## config.mk

```make
export PLATFORM = sky130hd
export DESIGN_NAME = matrix_stream_receiver
export DESIGN_NICKNAME = d
export VERILOG_FILES = /design/src/rtl/matrix_stream_receiver.sv
export SDC_FILE = /design/constraint.sdc
export NUM_CORES = 1
export LEC_CHECK = 0
export CAP_MARGIN = 30
export CORE_ASPECT_RATIO = 0.7
export CORE_MARGIN = 1.5
export CORE_UTILIZATION = 55
export CTS_CLUSTER_DIAMETER = 30
export CTS_CLUSTER_SIZE = 24
export DETAILED_ROUTE_END_ITERATION = 7
export GPL_TIMING_DRIVEN = 1
export MAX_ROUTING_LAYER = met4
export PLACE_DENSITY_LB_ADDON = 0.12
export SLEW_MARGIN = 20
export SYNTH_ARGS = -nofsm -noshare
export SYNTH_HDL_FRONTEND = slang
export SYNTH_SLANG_ARGS = --single-unit
```

## constraint.sdc

```tcl
create_clock -name clk -period 5 [get_ports clk]
set_input_delay 1 -clock clk [delete_from_list [all_inputs] [get_ports clk]]
set_output_delay 1 -clock clk [all_outputs]
set_load 0.1 [all_outputs]
```

## src/rtl/matrix_stream_receiver.sv

```systemverilog
// matrix_stream_receiver
//   Asynchronous-sink capture of the matrix output path. Samples a
//   multi-lane SPI byte stream and the column shift-register controls,
//   rebuilds per-lane words and tracks column selection / frame start.
// Ports:
//   clk, rst              system clock, async active-high reset
//   spi_clk, spi_mosi     SPI clock and CHANNEL_NUMBER data lanes (async)
//   ser_clk, ser_data     column chain shift clock / data (async)
//   ser_stcp              column latch strobe (async)
//   ser_n_enable          active-low output enable (async)
//   data_out/byte_valid/byte_index/column_done   word delivery
//   column_latch/column_index/frame_start        column tracking
//   onehot_error/partial_column_error/timeout_error  error pulses
//   output_enabled        synchronized ~ser_n_enable

// 2-FF synchronizer plus history FF; rise_o is a single-cycle edge event.
module msr_sync #(
  parameter logic RST_VAL = 1'b0
) (
  input  logic clk,
  input  logic rst,
  input  logic d_i,
  output logic q_o,
  output logic rise_o
);
  logic s1_q, s2_q, hist_q;

  always_ff @(posedge clk or posedge rst) begin
    if (rst) begin
      s1_q   <= RST_VAL;
      s2_q   <= RST_VAL;
      hist_q <= RST_VAL;
    end else begin
      s1_q   <= d_i;
      s2_q   <= s1_q;
      hist_q <= s2_q;
    end
  end

  assign q_o    = s2_q;
  assign rise_o = s2_q & ~hist_q;
endmodule

// Per-lane deserializer. word_nxt_o is the value after the current shift,
// so the top can capture a complete word on the final edge.
module msr_lane #(
  parameter int SPI_SIZE  = 8,
  parameter int MSB_FIRST = 1
) (
  input  logic                clk,
  input  logic                rst,
  input  logic                shift_i,
  input  logic                clear_i,
  input  logic                bit_i,
  output logic [SPI_SIZE-1:0] word_nxt_o
);
  logic [SPI_SIZE-1:0] sh_q;

  if (MSB_FIRST != 0) begin : g_msb
    assign word_nxt_o = {sh_q[SPI_SIZE-2:0], bit_i};
  end else begin : g_lsb
    assign word_nxt_o = {bit_i, sh_q[SPI_SIZE-1:1]};
  end

  always_ff @(posedge clk or posedge rst) begin
    if (rst)          sh_q <= '0;
    else if (clear_i) sh_q <= '0;
    else if (shift_i) sh_q <= word_nxt_o;
  end
endmodule

module matrix_stream_receiver #(
  parameter int CHANNEL_NUMBER   = 3,
  parameter int SPI_SIZE         = 8,
  parameter int MSB_FIRST        = 1,
  parameter int COLUMN_COUNT     = 16,
  parameter int BYTES_PER_COLUMN = 24,
  parameter int TIMEOUT_CYCLES   = 1024
) (
  input  logic                                 clk,
  input  logic                                 rst,
  input  logic                                 spi_clk,
  input  logic [CHANNEL_NUMBER-1:0]            spi_mosi,
  input  logic                                 ser_clk,
  input  logic                                 ser_data,
  input  logic                                 ser_stcp,
  input  logic                                 ser_n_enable,
  output logic [CHANNEL_NUMBER*SPI_SIZE-1:0]   data_out,
  output logic                                 byte_valid,
  output logic [$clog2(BYTES_PER_COLUMN)-1:0]  byte_index,
  output logic                                 column_done,
  output logic                                 column_latch,
  output logic [$clog2(COLUMN_COUNT)-1:0]      column_index,
  output logic                                 frame_start,
  output logic                                 onehot_error,
  output logic                                 partial_column_error,
  output logic                                 timeout_error,
  output logic                                 output_enabled
);
  localparam int CH = CHANNEL_NUMBER;
  localparam int S  = SPI_SIZE;
  localparam int C  = COLUMN_COUNT;
  localparam int IW = $clog2(BYTES_PER_COLUMN);
  localparam int CW = $clog2(COLUMN_COUNT);
  localparam int BW = $clog2(SPI_SIZE);
  localparam int TW = $clog2(TIMEOUT_CYCLES);

  typedef enum logic {IDLE, SHIFT} state_t;

  typedef struct packed {
    logic          latch;
    logic          frame;
    logic          onehot_err;
    logic          partial_err;
  } col_evt_t;

  // ---------------- synchronizers ----------------
  logic          spi_rise, ser_clk_rise, stcp_rise, ser_data_s, n_en_s;
  logic [CH-1:0] mosi_s;
  logic [CH-1:0] unused_mosi_rise;
  logic [4:0]    unused_misc;

  msr_sync u_spi  (.clk(clk), .rst(rst), .d_i(spi_clk),  .q_o(unused_misc[0]), .rise_o(spi_rise));
  msr_sync u_sclk (.clk(clk), .rst(rst), .d_i(ser_clk),  .q_o(unused_misc[1]), .rise_o(ser_clk_rise));
  msr_sync u_stcp (.clk(clk), .rst(rst), .d_i(ser_stcp), .q_o(unused_misc[2]), .rise_o(stcp_rise));
  msr_sync u_sdat (.clk(clk), .rst(rst), .d_i(ser_data), .q_o(ser_data_s),     .rise_o(unused_misc[3]));
  // Enable resets to its inactive level so output_enabled stays low out of reset.
  msr_sync #(.RST_VAL(1'b1)) u_nen
                  (.clk(clk), .rst(rst), .d_i(ser_n_enable), .q_o(n_en_s),     .rise_o(unused_misc[4]));

  // ---------------- lanes ----------------
  logic [CH-1:0][S-1:0] lane_nxt;
  logic                 abort, word_done;

  for (genvar g = 0; g < CH; g++) begin : g_lane
    msr_sync u_sync (.clk(clk), .rst(rst), .d_i(spi_mosi[g]), .q_o(mosi_s[g]),
                     .rise_o(unused_mosi_rise[g]));
    msr_lane #(.SPI_SIZE(S), .MSB_FIRST(MSB_FIRST)) u_lane (
      .clk(clk), .rst(rst), .shift_i(spi_rise), .clear_i(abort),
      .bit_i(mosi_s[g]), .word_nxt_o(lane_nxt[g]));
  end

  // ---------------- word FSM ----------------
  state_t              state_q;
  logic [BW-1:0]       bit_cnt_q;
  logic [TW-1:0]       idle_q;
  logic [CH*S-1:0]     data_q;
  logic                byte_valid_q, column_done_q, timeout_q;
  logic [IW-1:0]       byte_index_q, word_cnt_q, word_inc;

  assign word_done = spi_rise && (bit_cnt_q == BW'(S-1));
  assign abort     = (state_q == SHIFT) && !spi_rise && (idle_q == TW'(TIMEOUT_CYCLES-1));
  assign word_inc  = (word_cnt_q == IW'(BYTES_PER_COLUMN-1)) ? '0 : word_cnt_q + 1'b1;

  always_ff @(posedge clk or posedge rst) begin
    if (rst) begin
      state_q       <= IDLE;
      bit_cnt_q     <= '0;
      idle_q        <= '0;
      data_q        <= '0;
      byte_valid_q  <= 1'b0;
      byte_index_q  <= '0;
      column_done_q <= 1'b0;
      timeout_q     <= 1'b0;
    end else begin
      byte_valid_q  <= word_done;
      column_done_q <= word_done && (word_cnt_q == IW'(BYTES_PER_COLUMN-1));
      timeout_q     <= abort;
      if (word_done) begin
        data_q       <= lane_nxt;
        byte_index_q <= word_cnt_q;
      end
      case (state_q)
        IDLE: begin
          idle_q <= '0;
          if (spi_rise) begin
            bit_cnt_q <= word_done ? '0 : BW'(1);
            state_q   <= word_done ? IDLE : SHIFT;
          end
        end
        SHIFT: begin
          if (spi_rise) begin
            idle_q <= '0;
            if (word_done) begin
              bit_cnt_q <= '0;
              state_q   <= IDLE;
            end else begin
              bit_cnt_q <= bit_cnt_q + 1'b1;
            end
          end else if (abort) begin
            idle_q    <= '0;
            bit_cnt_q <= '0;
            state_q   <= IDLE;
          end else begin
            idle_q <= idle_q + 1'b1;
          end
        end
        default: state_q <= IDLE;
      endcase
    end
  end

  // ---------------- column chain / latch ----------------
  logic [C-1:0] chain_q, latch_q;
  col_evt_t     evt_q;
  logic         oen_q;

  function automatic logic [CW-1:0] low_idx(input logic [C-1:0] v);
    low_idx = '0;
    for (int i = C-1; i >= 0; i--)
      if (v[i]) low_idx = CW'(i);
  endfunction

  function automatic logic is_onehot(input logic [C-1:0] v);
    is_onehot = (v != '0) && ((v & (v - C'(1))) == '0);
  endfunction

  always_ff @(posedge clk or posedge rst) begin
    if (rst) begin
      word_cnt_q <= '0;
      chain_q    <= '0;
      latch_q    <= '0;
      evt_q      <= '0;
      oen_q      <= 1'b0;
    end else begin
      // stcp wins the counter; a word finishing on the same cycle still
      // counts toward the partial-column check via word_inc.
      if (stcp_rise)      word_cnt_q <= '0;
      else if (word_done) word_cnt_q <= word_inc;
      if (ser_clk_rise)   chain_q    <= {chain_q[C-2:0], ser_data_s};
      // Nonblocking read of chain_q: latch sees the pre-shift value.
      if (stcp_rise)      latch_q    <= chain_q;
      evt_q.latch       <= stcp_rise;
      evt_q.frame       <= stcp_rise && (chain_q == C'(1));
      evt_q.onehot_err  <= stcp_rise && !is_onehot(chain_q);
      evt_q.partial_err <= stcp_rise && ((word_done ? word_inc : word_cnt_q) != '0);
      oen_q             <= ~n_en_s;
    end
  end

  assign data_out             = data_q;
  assign byte_valid           = byte_valid_q;
  assign byte_index           = byte_index_q;
  assign column_done          = column_done_q;
  assign timeout_error        = timeout_q;
  assign column_latch         = evt_q.latch;
  assign frame_start          = evt_q.frame;
  assign onehot_error         = evt_q.onehot_err;
  assign partial_column_error = evt_q.partial_err;
  assign column_index         = low_idx(latch_q);
  assign output_enabled       = oen_q;
endmodule

```

# ---- Yosys cells after proc, flatten, opt, wreduce, memory -nomap -nowiden
# Index checks and enable logic that the tools add are counted.
dict set report classes {
  add_sub_neg 4
  muxes 39
  reduce_logical 15
  n_bitwise 9
  n_eq_ne 6
}
# op n
set ops {}
lappend ops {{4-bit two-way mux} 16}
lappend ops {{7-bit two-way mux} 6}
lappend ops {{10-bit two-way mux} 2}
lappend ops {{10-bit case mux with 2 select lines} 1}
lappend ops {{16-bit AND} 1}
lappend ops {{16-bit by 1-bit == test with 1-bit output (second input constant)} 1}
lappend ops {{16-bit logical NOT} 1}
lappend ops {{16-bit nonzero test} 1}
lappend ops {{16-bit by 1-bit subtractor with 16-bit output (second input constant)} 1}
lappend ops {{5-bit two-way mux} 3}
lappend ops {{3-bit two-way mux} 4}
lappend ops {{10-bit by 1-bit adder with 10-bit output (second input constant)} 1}
lappend ops {{10-bit == test (second input constant)} 1}
lappend ops {{1-bit logical AND} 8}
lappend ops {{3-bit case mux with 2 select lines} 1}
lappend ops {{5-bit by 1-bit adder with 5-bit output (second input constant)} 1}
lappend ops {{5-bit == test (second input constant)} 1}
lappend ops {{1-bit two-way mux} 5}
lappend ops {{1-bit inverter} 5}
lappend ops {{5-bit nonzero test} 1}
lappend ops {{3-bit by 1-bit adder with 3-bit output (second input constant)} 1}
lappend ops {{1-bit AND} 3}
lappend ops {{3-bit == test (second input constant)} 1}
lappend ops {{3-bit inequality test (second input constant)} 1}
lappend ops {{5 further kinds} 6}
dict set report totals {
  output_inout_bits 41
  ff_bits 128
}

# ---- Logic depth before layout (Yosys ltp)
# Gate-level depths: netlist of run 1.
dict set report logic_depth {
  word_depth 16
  ltp_mapped 8
  mapped_depth_nobuf 8
}

# ---- Cells and area by module
# A second synthesis of run 1 with hierarchy kept.
dict set report unflattened {
  cells_unflattened 480
  hier_area_um2 5444.0
}
# module seq_area_each_um2 cells_per_inst instances area_per_inst_um2
set by_module_without_submodules {}
lappend by_module_without_submodules {matrix_stream_receiver 2202.1 368 1 3817.4}
lappend by_module_without_submodules {msr_lane 175.2 24 3 294.0}
lappend by_module_without_submodules {{msr_sync (g_lane[0].u_sync ...)} 75.1 5 7 92.6}
lappend by_module_without_submodules {{msr_sync (u_nen)} 78.8 5 1 96.3}

# ---- Least setup slack after synthesis of run 1
# Ideal clock, no wire load.
dict set report synth_path {
  path_kind {register -> output}
  from {reg latch_q[13]}
  to {out column_index[1]}
  stages_incl_launch_ff 6
  setup_slack_ns 1.061
  arrival_time_ns 2.939
  cell_sequence {dfrtp_1 > nor3_1 > nor3_1 > o31ai_1 > a211oi_1 > nor3_1}
}
dict set report synth_via {
  elab_chain_cells 14
}
# item line
set synth_rtl {}
lappend synth_rtl {{start: declaration} 204} ;# logic [C-1:0] chain_q, latch_q;
lappend synth_rtl {{start signal: assignment} 232} ;# if (stcp_rise) latch_q <= chain_q;
lappend synth_rtl {{4-bit two-way mux (14 in a row)} 211} ;# if (v[i]) low_idx = CW'(i);
lappend synth_rtl {{end: declaration} 93} ;# output logic [$clog2(COLUMN_COUNT)-1:0] column_index,
# No other way between the ends.

# ---- Worst setup path in the final report of run 1
# Ends and elaborated chain as after synthesis.

==> impl_results.md, run 1 <==
- Status: completed
- Largest net degree at the start of global routing: 70
- CP dominant cell by count: nor3_1
- WL per Instance: approximately 16 um
- Clock transition at path regs: 0.06 ns
- Crit-path cells: nor3_1, nor3_1, o31ai_1, a211oi_1, nor3_1, clkdlybuf4s50_1
- Starting Density: 57.91%
- DRT Wirelength: 10090 um
- Final net count: about 530
- Sequential area share after synthesis: between 60 and 70%
- WHS Path Cells: 0
- Critical Path Sink Type: primary output
- GR Overflow Total: 0
- First-pass iteration count of the detailed router: 5
- Clock root cell: clkbuf_16
- Critical path startpoint category: flip-flop
- Cell area after layout: 0.006237 sq mm
- GRT busiest layer: met2
- Fin worst setup slack: around 1.2 ns
- Hold EP: g_lane[1].u_sync.q_o
- Max-slew violation count: 0
- Met1 global-route usage: between 30% and 40%
- Xor/xnor share of the synthesized area: around 1.4%
- R2R setup slack: approximately 2.7 ns
- Post-Syn Nets: approximately 470
- CTS max path bufs: 2
- Worst path bufs/invs: 1
- Initial DRC Count: 267
- Antenna-violating nets left: 0
- Top Ports: between 50 and 60
- Placed Area: 0.005620 sq mm
- Clock Skew: 0.008908 ns
- CTS buffer count: 17
- # DRC: 0
- ANT cells: 0
- Post-synthesis mux area share: ~3.6%
- Clock Latency Late Sink: between 0.4 and 0.5 ns
- PortBufs: 50
- Die Width: 116.9 um
- Max VDD drop: about 0.40 mV
- CP max stage delay: roughly 1.2 ns
- FF+latch count, synth: around 130
- Vias in the first global route: 3490
- Pwr per Cell Area: 602.0 mW/mm^2
- CP top delay family: buffers and inverters
- Setup CP Type: reg -> out
- Layout cells sized above 1: approximately an eighth
- Minimum clock period: roughly 3.8 ns
- Critical Path RT: 4.00 ns
- Die height: around 83 um
- Synth warn: 0
- Initial antenna violation count: 0
- RSZ-0062 raised after global routing: no
- Yosys cell types: 49
- Vias post-DR: between 3k and 4k
- Fin. Hold Viols: 0
- Die Area: a little under 0.01 sq mm
- Fin Setup TNS: 0 ns
- First-pass GRT wire length: 17100 um
- Gr usage total: around a quarter
- Syn-to-layout area delta: 24.97%
- Crit share post-route: about three quarters
- R2R depth: 4
- Reg2Reg Launch Point: u_stcp.q_o
- Detailed Place HPWL: about 6400 um
- Max Clk Rate: approximately 260 MHz
- Combinational family with the most area after synthesis: simple AND/OR/NAND/NOR gates
- M3 GR Usage: 7.299%
- Worst path arrival time: approximately 2.8 ns
- Core Footprint: ~0.0086 sq mm
- Average cell area after synthesis: approximately 11 sq um
- Post-Syn Area: 0.004991 sq mm
- Post-CTS setup buffer count: 0
- Site Rows: 28
- Hold Crit Start: g_lane[1].u_sync.s1_q
- Reg-to-reg endpoint: frame_start
- Hold Crit Class: reg -> reg
- Slowest CP cell: clkdlybuf4s50_1
- Post-synthesis compound-gate area fraction: just under 9%
- Maxcap violations: 0
- Met2 GRT Util: between 30 and 40%
- CTS H-tree depth: 4
- Adder-cell share of the synthesized area: 1.655%
- Pre-CTS setup slack: ~1.6 ns
- Leak pwr: roughly 3.0 nW
- Cells after Synth: between 400 and 500
- CTS tree: built
- Worst slew margin: about a third
- Final setup fails: 0
- Via-to-Cell Ratio: roughly 5.5
- CTS Sinks: approximately 130
- Worst Tran Pin Value: 1.025 ns
- Simple-Gate Fraction of Synth Area: ~18%
- Resized cells post-CTS: 0
- Hold_buf cts: 0
- Worst Path Max Fanout: 5
- GP Congestion: between 0.8 and 0.9
-- cells by family after synthesis --
| kind of cell | after synthesis |
|---|---|
| simple gates | 208 |
| flops | 128 |
| compound gates | 62 |
| buf+inv | 29 |
| mux | 16 |
| xor+xnor | 8 |
| fa+ha+maj | 7 |
-- Yosys cell counts, drive strengths merged --
library cell  number  area (sq um)
nand2            139         521.8
dfrtp            126          3153
nor2              29         111.4
a22o              21         183.9
clkbuf            16         60.06
mux2              16         180.2
o21ai             13         65.06
a21oi             12         60.06
inv               11         41.29
nand3             10         50.05
nor3               9         66.32
xor2               6         52.55
ha                 4         50.05
a31oi              3         18.77
maj3               3         32.53
nand2b             3         18.77
nor4               3         18.77
or4                3         30.03
a2111oi            2         17.52
a32o               2         20.02
and3               2         12.51
dfstp              2         52.55
nor3b              2         15.01
nor4b              2         17.52
o22ai              2         12.51
xnor2              2         17.52
a211oi             1         7.510
and3b              1         8.760
and4               1         8.760
and4b              1         10.01
buf                1         3.750
clkinv             1         3.750
nand4              1         6.260
nor2b              1         6.260
o2111ai            1         8.760
o21bai             1         7.510
o2bb2ai            1         8.760
o31ai              1         7.510
o32ai              1         8.760
o41ai              1         8.760
or2                1         6.260
-- power by group --
group	total, mW	internal, mW	switching, mW
sequential	1.46	1.24	0.217
combinational	1.05	0.315	0.732
clock	1.25	0.797	0.453
total	3.75	2.35	1.40
-- cell usage in the layout, fill, tap and decap left out, drive strengths merged, types with 5 or more instances in the layout --
cell	netlist	routed
nor2	29	29
mux2	16	16
clkbuf	16	19
xor2	6	6
o21ai	13	13
inv	11	12
nand2	139	139
nor3	9	9
dfrtp	126	126
a22o	21	21
nand3	10	10
clkdlybuf4s50	0	50
buf	1	5
clkinv	1	7
a21oi	12	12
-- state kept, by name (all words and copies together), names as in the netlist, 3 cells and up --
| register | cells |
|---|---|
| g_lane.u_lane.sh_q | 21 |
| data_out | 24 |
| idle_q | 10 |
| latch_q | 16 |
| bit_cnt_q | 3 |
| word_cnt_q | 5 |
| g_lane.u_sync.q_o | 3 |
| g_lane.u_sync.s1_q | 3 |
| byte_index | 5 |
| chain_q | 16 |
-- how the worst max path moves through the flow --
| stage | startpoint | endpoint | slack (ns) | cells past startpoint |
|---|---|---|---|---|
| detailed placement | latch_q[13] | column_index[1] | 1.58 | 6 |
| global route | latch_q[13] | column_index[1] | 1.08 | 6 |
| finish | latch_q[13] | column_index[1] | 1.18 | 6 |
| CTS | latch_q[13] | column_index[1] | 1.13 | 6 |
| floorplan | rst | bit_cnt_q[0] | 0.59 | 1 |
| global placement | latch_q[13] | column_index[1] | 1.72 | 6 |
-- through the flow --
step,utilization (%),power [mW],std cells,hold WS (ns)
global route,72.37,3.925,648,0.3537
finish,72.37,3.755,648,0.3502
CTS,72.24,3.780,647,0.3531
floorplan,-,2.248,458,0.3312
global placement,65.08,2.479,614,0.3317
detailed placement,65.21,2.515,615,0.3378
-- metal layers --
layer | vias up | wire length [um]
li1 | 1666 | -
met1 | 1778 | 4924
met2 | 78 | 4641
met3 | 15 | 397
met4 | 0 | 122
met5 | - | 0
-- cell type report --
cell class | count | area (sq um)
Clock inverter | 13 | 162.7
Inverter | 12 | 47.55
Multi-Input combinational cell | 301 | 1683
Clock buffer | 19 | 442.9
Fill cell | 641 | 2381
Timing Repair Buffer | 55 | 545.5
Tap cell | 120 | 150.1
Sequential cell | 128 | 3206
No activity file was read; power rests on OpenSTA's default activity.
==> inputs of run 2 (changes only) <==
- clock period: 5 -> 3.6 ns (I/O delays scaled with it)
==> run 2 against run 1 <==
Against the previous run:
- combinational power increased by 39%
- die area unchanged
- hold slack got worse by 0.0045 ns
- setup slack got worse by 0.27 ns
- global-route usage decreased by 0.28 points
- wire length increased by 2.6%
- clock power increased by 40%
- critical path type unchanged
- largest power group unchanged
- highest routed layer unchanged
==> impl_results.md, run 2 (synthesis gave the netlist of run 1 again) <==
- Vias post-DR: roughly 3.5k
- Max-slew violation count: 0
- Fin worst setup slack: between 0.9 and 1 ns
- Post-CTS setup buffer count: 0
- Layout cells sized above 1: 12.99%
- Max reg flops: 24
- Cells after DPL: slightly above 600
- Hold_buf cts: 0
- Die Area: 0.009664 sq mm
- Site Rows: 28
- Hold Crit Class: reg -> reg
- Placed Area: around 0.0056 sq mm
- Antenna-violating nets left: 0
- CTS buffer count: 17
- CTS Sinks: between 100 and 150
- GP Congestion: ~0.85
- Largest net degree at the start of global routing: 41
- Final net count: between 500 and 600
- Die height: 82.70 um
- Initial DRC Count: around 230
- Setup CP Type: reg -> out
- Worst path arrival time: roughly 2.0 ns
- Critical Path RT: roughly 2.9 ns
- Gr usage total: roughly a quarter
- GR Overflow Total: 0
- First-pass GRT wire length: 17150 um
- Clock root cell: clkbuf_16
- Maxcap violations: 0
- Worst slew margin: approximately 34%
- Via-to-Cell Ratio: roughly 5.4
- Vias in the first global route: between 3k and 4k
- Commonest non-fill, non-tap cells in the layout: nand2_1, dfrtp_1, clkdlybuf4s50_1, nor2_1, a22o_1
- Syn-to-layout area delta: 25.82%
- Max Clk Rate: between 300 and 400 MHz
- Fin. Hold Viols: 0
- Status: completed
- Clock transition at path regs: approximately 0.050 ns
- CTS H-tree depth: 4
- Critical Path Sink Type: primary output
- Commonest non-fill, non-tap cell in the layout: nand2_1
- PortBufs: 50
- # DRC: 0
- DRT Wirelength: approximately 10000 um
- Final Non-Filler Cells: ~650
- First-pass iteration count of the detailed router: 5
- Core Footprint: between 0.008 and 0.009 sq mm
- Clock Skew: around 0.0056 ns
- Pwr per Cell Area: roughly 840 mW/mm^2
- Total power: approximately 5.2 mW
- Post-layout util: 72.87%
- Pre-CTS setup slack: between 1 and 1.5 ns
- Top Ports: 51
- Worst hold margin: 0.3457 ns
- Leak pwr: ~3 nW
- Detailed Place HPWL: 6329 um
- Max VDD drop: between 0.7 and 0.8 mV
- RSZ-0062 raised after global routing: no
- Worst Path Max Fanout: 5
- CTS max path bufs: 2
- Clock Latency Late Sink: about 0.41 ns
- Fin Setup TNS: 0 ns
- CTS tree: built
- Crit share post-route: 74.80%
- Cell area after layout: 0.006280 sq mm
- Resized cells post-CTS: 0
- Starting Density: ~58%
- Initial antenna violation count: 0
- Final setup fails: 0
- Critical path startpoint category: flip-flop
- WL per Instance: 15.90 um
- ANT cells: 0
- Minimum clock period: around 2.7 ns
- Die Width: around 120 um
- Worst Tran Pin Value: between 0.9 and 1 ns
==> run 2: area by class of cell <==
| type | instances | area [sq um] |
|---|---|---|
| inverter | 12 | 48.80 |
| multi-input combinational | 301 | 1688 |
| clock buffer | 22 | 474.2 |
| fill | 623 | 2338 |
| sequential | 128 | 3206 |
| tap | 120 | 150.1 |
| clock inverter | 10 | 133.9 |
| timing repair buffer | 58 | 579.3 |
==> run 2: layer usage <==
metal	track usage (%)	vias to the layer above	wire (um)	share of wire, %
li1	-	1675	-	-
met1	34.56	1748	5055	49
met2	35.67	104	4703	45
met3	5.912	12	476	4.6
met4	8.313	0	112	1.1
met5	-	-	0	0
==> run 2: worst max-delay path, cell delays in order, from the launching register on <==
cell      delay (ns)
dfrtp_1         0.43
nor3_1          0.22
nor3_1          0.06
o31ai_1         0.26
a211oi_1        0.14
nor3_2          0.14
buf_4           0.31
==> run 2: final timing paths <==
kind,end,from,cells past startpoint,slack [ns]
worst max-delay path,column_index[1],latch_q[13],6,0.91
worst min-delay path,u_sclk.q_o,u_sclk.s1_q,0,0.35
worst max register to register,latch_q[2],u_stcp.q_o,4,1.38
worst min register to register,u_sclk.q_o,u_sclk.s1_q,0,0.35
max in group asynchronous,u_nen.q_o,rst,4,2.27
min in group asynchronous,idle_q[8],rst,2,0.57
==> run 2: power breakdown <==
group	total, mW	leakage [nW]	internal [mW]	switching (mW)
Combinational	1.46	1.05	0.437	1.03
Clock	1.75	0.296	1.14	0.610
Sequential	2.03	1.66	1.72	0.309
Total	5.25	3.01	3.30	1.95
